### config.mk
export PLATFORM = sky130hd
export DESIGN_NAME = instruction_loader
export DESIGN_NICKNAME = d
export VERILOG_FILES = /design/src/rtl/instruction_loader.sv
export SDC_FILE = /design/constraint.sdc
export NUM_CORES = 1
export LEC_CHECK = 0
export CORE_ASPECT_RATIO = 0.8
export CORE_MARGIN = 2
export CORE_UTILIZATION = 45
export DETAILED_ROUTE_END_ITERATION = 10
export PLACE_DENSITY = 0.71
export SYNTH_ARGS = -nofsm -noshare
export SYNTH_HDL_FRONTEND = slang
export SYNTH_SLANG_ARGS = --single-unit
### constraint.sdc
create_clock -name i_clk -period 2.9 [get_ports i_clk]
set_input_delay 0.58 -clock i_clk [delete_from_list [all_inputs] [get_ports i_clk]]
set_output_delay 0.58 -clock i_clk [all_outputs]
set_load 0.02 [all_outputs]
### src/rtl/instruction_loader.sv
// instruction_loader: assembles an MSB-first byte stream from the UART
// receiver into 32-bit instruction words and drives the fetch stage's
// instruction-memory write port. A session opens on START_CMD and ends on
// HALT_WORD, on the last memory address, on an inter-byte timeout or on i_clear.
module instruction_loader #(
  parameter int                SIZE            = 32,
  parameter int                MAX_INSTRUCTION = 64,
  parameter logic [7:0]        START_CMD       = 8'h55,
  parameter logic [SIZE-1:0]   HALT_WORD       = 32'hFFFFFFFF,
  parameter int                TIMEOUT_CYCLES  = 100000,
  localparam int               ADDR_WIDTH      = $clog2(MAX_INSTRUCTION)
) (
  input  logic                  i_clk,
  input  logic                  i_rst,
  input  logic [7:0]            i_rx_data,
  input  logic                  i_rx_valid,
  input  logic                  i_clear,
  output logic                  o_inst_write_enable,
  output logic [ADDR_WIDTH-1:0] o_write_addr,
  output logic [SIZE-1:0]       o_write_data,
  output logic                  o_loading,
  output logic                  o_done,
  output logic                  o_error,
  output logic [ADDR_WIDTH:0]   o_word_count
);

  localparam int CNT_W   = ADDR_WIDTH + 1;
  localparam int TO_W    = $clog2(TIMEOUT_CYCLES + 1);
  localparam int SHIFT_W = SIZE - 8;

  localparam logic [ADDR_WIDTH-1:0] LAST_ADDR = ADDR_WIDTH'(MAX_INSTRUCTION - 1);
  localparam logic [TO_W-1:0]       TO_LAST   = TO_W'(TIMEOUT_CYCLES - 1);

  typedef enum logic [1:0] {
    S_IDLE,
    S_RECV,
    S_DONE
  } state_t;

  state_t             state_q;
  logic [1:0]         byte_cnt_q;
  logic [SHIFT_W-1:0] shift_q;
  logic [TO_W-1:0]    timeout_q;
  logic [SIZE-1:0]    word_next;

  // The word that would be complete if the current strobe is its 4th byte.
  assign word_next = {shift_q, i_rx_data};

  // Session FSM, byte assembly, timeout and all registered outputs.
  // NOTE: every state register here uses non-blocking assignment so all
  // flops update together from pre-edge values; later assignments in the
  // same block intentionally override earlier defaults.
  always_ff @(posedge i_clk or posedge i_rst) begin
    if (i_rst) begin
      state_q             <= S_IDLE;
      byte_cnt_q          <= 2'd0;
      shift_q             <= '0;
      timeout_q           <= '0;
      o_inst_write_enable <= 1'b0;
      o_write_addr        <= '0;
      o_write_data        <= '0;
      o_loading           <= 1'b0;
      o_done              <= 1'b0;
      o_error             <= 1'b0;
      o_word_count        <= '0;
    end else begin
      o_inst_write_enable <= 1'b0;
      o_error             <= 1'b0;

      // Bookkeeping for the pulse issued last cycle; the address saturates
      // at the last slot because the full-memory word always ends the session.
      if (o_inst_write_enable) begin
        o_word_count <= o_word_count + CNT_W'(1);
        if (o_write_addr != LAST_ADDR) begin
          o_write_addr <= o_write_addr + ADDR_WIDTH'(1);
        end
      end

      if (i_clear) begin
        state_q    <= S_IDLE;
        o_loading  <= 1'b0;
        o_done     <= 1'b0;
        byte_cnt_q <= 2'd0;
        timeout_q  <= '0;
      end else begin
        case (state_q)
          S_IDLE: begin
            if (i_rx_valid && i_rx_data == START_CMD) begin
              state_q      <= S_RECV;
              o_loading    <= 1'b1;
              o_done       <= 1'b0;
              o_write_addr <= '0;
              o_word_count <= '0;
              byte_cnt_q   <= 2'd0;
              timeout_q    <= '0;
            end
          end

          S_RECV: begin
            if (i_rx_valid) begin
              timeout_q <= '0;
              if (byte_cnt_q == 2'd3) begin
                o_write_data        <= word_next;
                o_inst_write_enable <= 1'b1;
                byte_cnt_q          <= 2'd0;
                if (word_next == HALT_WORD || o_write_addr == LAST_ADDR) begin
                  state_q   <= S_DONE;
                  o_loading <= 1'b0;
                  o_done    <= 1'b1;
                end
              end else begin
                shift_q    <= {shift_q[SHIFT_W-9:0], i_rx_data};
                byte_cnt_q <= byte_cnt_q + 2'd1;
              end
            end else if (timeout_q == TO_LAST) begin
              // Stalled transfer: drop the partial word, keep what was written.
              state_q    <= S_IDLE;
              o_loading  <= 1'b0;
              o_error    <= 1'b1;
              byte_cnt_q <= 2'd0;
              timeout_q  <= '0;
            end else begin
              timeout_q <= timeout_q + TO_W'(1);
            end
          end

          S_DONE: begin
            // Everything, including START_CMD, is ignored until i_clear.
          end

          default: begin
            state_q <= S_IDLE;
          end
        endcase
      end
    end
  end

endmodule

* Yosys cells after proc, flatten, opt, wreduce, memory -nomap -nowiden
Cells that the tools add are included. Widths: inputs -> output; s select.
Cells by class: add/subtract/negate cells 4, eq/ne operators 16, mux-type cells 47, bitwise logic cells 2, reductions and logical operators 11
Operator list (count):
- $mux 17 | 4
- $pmux 17 s2 | 1
- $eq 32x32->1 const B | 1
- $mux 6 | 5
- $mux 7 | 4
- $mux 2 | 10
- $mux 1 | 19
- $add 17x1->17 const B | 1
- $eq 17x17->1 const B | 1
- $reduce_and 5->1 | 3
- $ne 3x3->1 const B | 4
- $ne 4x4->1 const B | 3
- $eq 8x7->1 const B | 1
- $reduce_and 4->1 | 2
- $add 7x1->7 const B | 1
- $add 6x1->6 const B | 1
- $eq 6x6->1 const B | 1
- $ne 6x6->1 const B | 1
- $pmux 2 s3 | 1
- $eq 2x2->1 const B | 2
- $pmux 1 s2 | 2
- $pmux 2 s2 | 1
- $reduce_and 3->1 | 1
- $reduce_bool 3->1 | 1
- other kinds (8) | 9
Storage, ports and cells: register bits 94, bits of input ports 12, output and inout port bits 49, logic and storage cells 91

* Longest topological paths before layout
depth after elaboration 7, depth in mapped cells 7, depth with buffers taken out 6

* Least setup slack after synthesis
No wires, ideal clock.
path kind input port to flip-flop, start point in i_rx_data[1], end point reg o_write_addr[3], setup time 0.120 ns, data arrival time 2.116 ns, path slack 0.664 ns, stages 5, path buffers 1, path through or4_4 > or4b_4 > nor4_4 > buf_6 > nor2_1
Between the ends: cells in the longest elaborated chain, start to end 5
Ends and longest elaborated chain:
- start: declaration | line 15 | input logic [7:0] i_rx_data,
- $eq 8x7->1 | line 88 | if (i_rx_valid && i_rx_data == START_CMD) begin
- $logic_and 1x1->1 | line 88
- $mux 6 | line 88
- $mux 6 | line 86 | case (state_q)
- $mux 6 | line 79 | if (i_clear) begin
- end signal: assignment | line 75 | o_write_addr <= o_write_addr + ADDR_WIDTH'(1);
- end: declaration | line 19 | output logic [ADDR_WIDTH-1:0] o_write_addr,
Every way passes these cells. A chain may end at the register's enable or synchronous reset.

* Worst setup path in the final report
start point in i_rx_data[1], end point reg o_word_count[1]
Between the ends: cells in the longest elaborated chain, start to end 5
Ends and longest elaborated chain:
- $eq 8x7->1 | line 88
- $logic_and 1x1->1 | line 88
- $mux 7 | line 88
- $mux 7 | line 86
- $mux 7 | line 79
- end signal: assignment | line 73 | o_word_count <= o_word_count + CNT_W'(1);
- end: declaration | line 24 | output logic [ADDR_WIDTH:0] o_word_count
Every way passes these cells.

==> results.yml <==
placement:
  port-buffer-count: 60
  dpl.cell_count: 512
  place_congestion: 0.905
  dpl_cell_area_um2: 4880
  dp_hpwl_um: 5940
critical_path:
  cp.arrival_ps: 2610
  worst_setup_path_start_kind: "input pin"
  worstSetupEndpointType: "flip-flop"
  crit_fanout: 13
  worstPathRequired_ps: 3120
  criticalPathCategory: "input pin to flip-flop"
  timing.critical_path.from: "i_rx_data[1]"
  reg2reg_from: "byte_cnt_q[0]$_DFFE_PP0P_"
timing:
  hold_viol_final: 0
  tightest_slew_ps: 642
  drv_slew: 0
  finalCritPeriodShare_pct: 82.3
  period_needed_ps: 2390
  finClkSkew_ps: 8.82
  rsz0062_at_grt: "false"
  setup_tns_ps: 0
  slew_headroom_pct: 57.2
  setup_viol: 0
  max_freq_mhz: 419
grt:
  grt_max_degree: 52
  grtUsageTotal_pct: 19.4
  grt-ovfl-total: 0
  grt_pass1_wl_um: 14300
  grt_pass1_vias: 2802
  antenna_found_initial: 0
yosys:
  netlist_area_um2: 4070
  yosysUniqueCellTypes: 37
  synthArstFlopShare_pct: 100
  synth_edf_count: 0
  ys_seq_area_share_pct: 57.7
  synth.avg_cell_area_um2: 12.3
  synthCells: 332
  ys.flop_type: "dfrtp_1"
  ys_ff_latch: 94
  yosys_warnings: 0
  syn-num-nets: 348
layout:
  most-common-layout-cells: "dfrtp_1, clkdlybuf4s50_1, mux2_2"
  design_area_um2: 5200
  ff_latch_area_um2: 2350
  final_common_cell: "dfrtp_1"
  drive_gt1_share_pct: 22.3
  syn2layout_area_growth_pct: 27.6
  multi_input_area_um2: 1660
  nFillCells: 755
  antenna_cells: 0
  fin_nets: 424
  final_cells: 528
pwr:
  comb_power_share_pct: 4.6
  pwr_density_cell_nw_per_um2: 522
  p_seq_share_pct: 49.2
  peakVddDrop_uv: 356
  leakagePower_nw: 2.36
  p_switching_uw: 584
  p_int_mw: 2.13
  p_clk_share_pct: 46.2
  switching_share_pct: 21.5
cts:
  cts_hold_buf: 0
  cts_tree: "done"
  cts_resized: 0
  post_cts_buffers: 0
  cts_root_buf: "clkbuf_16"
  clockBufferDepth: 2
  clk_latency_ps: 340
  clkSinkCount: 94
  h-tree-depth: 3
  numCtsBuffers: 9
  cts.clk_slew.worst_paths_ps: 60
floorplan:
  ioPinCount: 61
  dieHeight_um: 89.1
  coreArea_um2: 8920
  core.rowCount: 31
  die_w_um: 110
  die_area_um2: 9830
  start_util_pct: 45.7
hold_path:
  hold_start: "byte_cnt_q[0]$_DFFE_PP0P_"
  holdCritPathClass: "flip-flop to flip-flop"
drt:
  vias: 2909
  drt-wirelength-per-cell_um: 16.3
  first_pass_iters: 4
  ant_nets: 0
  wl_um: 8600
  vias_per_cell: 5.51
  drc: 0
  drt_iter0_drc: 133
run_status:
  status: "completed"
flow_run:
  max_cap_viol_count: 0
[cell families after synthesis]
group           after synthesis  share of synthesized area, %
buf+inv                      14                          1.60
flops                        94                          57.7
simple gates                107                          14.3
compound gates               41                          6.14
xor+xnor                     14                          3.01
mux                          58                          16.0
fa+ha+maj                     4                          1.23
[state kept, by name (all words and copies together) (netlist names)]
signal,flops
o_write_data,32
shift_q,24
timeout_q,17
o_word_count,7
o_write_addr,6
byte_cnt_q,2
state_q,2
o_done,1
o_error,1
o_inst_write_enable,1
o_loading,1
[power groups by stage]
stage	clock network, mW	logic, mW	registers, mW
after floorplan	0	0.0524	1.37
after global placement	0	0.125	1.36
after detailed placement	0	0.127	1.36
after CTS	1.28	0.128	1.33
after global routing	1.33	0.140	1.34
final	1.26	0.125	1.33
[cell type report]
class                           count  share of cell area (%)
Clock inverter                      5                    1.61
Sequential cell                    94                    45.2
Inverter                            5                   0.433
Clock buffer                       11                    4.48
Tap cell                          115                    2.77
Timing Repair Buffer               74                    13.6
Multi-Input combinational cell    224                    31.9
[per-stage QoR]
step | util (%) | power (mW) | hold slack [ps] | worst slack, ps
3_3_place_gp | 54.7 | 1.48 | 466 | 176
3_5_place_dp | 54.7 | 1.49 | 470 | 149
2_1_floorplan | - | 1.42 | 446 | 664
6_report | 58.3 | 2.71 | 474 | 513
4_1_cts | 58.3 | 2.74 | 479 | 506
5_1_grt | 58.3 | 2.80 | 488 | 440
[per-layer routing]
layer  global-route usage, %  wire length, µm
met3                    6.63              498
met5                       0                0
met2                    28.3             3880
met4                    5.80              138
met1                    27.7             4080
[critical path: stages]
cell	delay, ps
clkdlybuf4s50_1	420
or4_4	570
or4b_4	530
nor4_4	190
buf_4	240
nor2_1	70
[synth_stat cells, types with 2 or more instances]
master | instances | area, µm²
mux2_2 | 57 | 642
inv_1 | 5 | 18.8
clkbuf_1 | 3 | 11.3
ha_1 | 4 | 50.1
a31oi_1 | 7 | 43.8
or3_1 | 2 | 12.5
xnor2_1 | 3 | 26.3
o2111ai_1 | 4 | 35.0
nor3_1 | 3 | 15.0
buf_2 | 4 | 20.0
and4_1 | 3 | 26.3
nor4_1 | 2 | 12.5
xor2_1 | 11 | 96.3
a21o_1 | 3 | 22.5
o21ai_0 | 11 | 55.1
nand4_1 | 14 | 87.6
nand2b_1 | 2 | 12.5
and3_1 | 9 | 56.3
nor2_1 | 34 | 128
a22o_1 | 3 | 26.3
dfrtp_1 | 94 | 2350
nand3_1 | 9 | 45.0
nand2_1 | 20 | 75.1
a21oi_1 | 12 | 60.1
[worst paths after layout]
path	end	slack (ps)	cells past startpoint
min reg2reg	byte_cnt_q[0]$_DFFE_PP0P_	470	1
max reg2reg	o_done$_DFFE_PP0P_	950	6
max	o_word_count[1]$_DFF_PP0_	510	6
min in group asynchronous	o_write_data[6]$_DFFE_PP0P_	760	3
min	byte_cnt_q[0]$_DFFE_PP0P_	470	1
max in group asynchronous	o_write_data[19]$_DFFE_PP0P_	1670	3
Power figures use the tool's default switching activity.
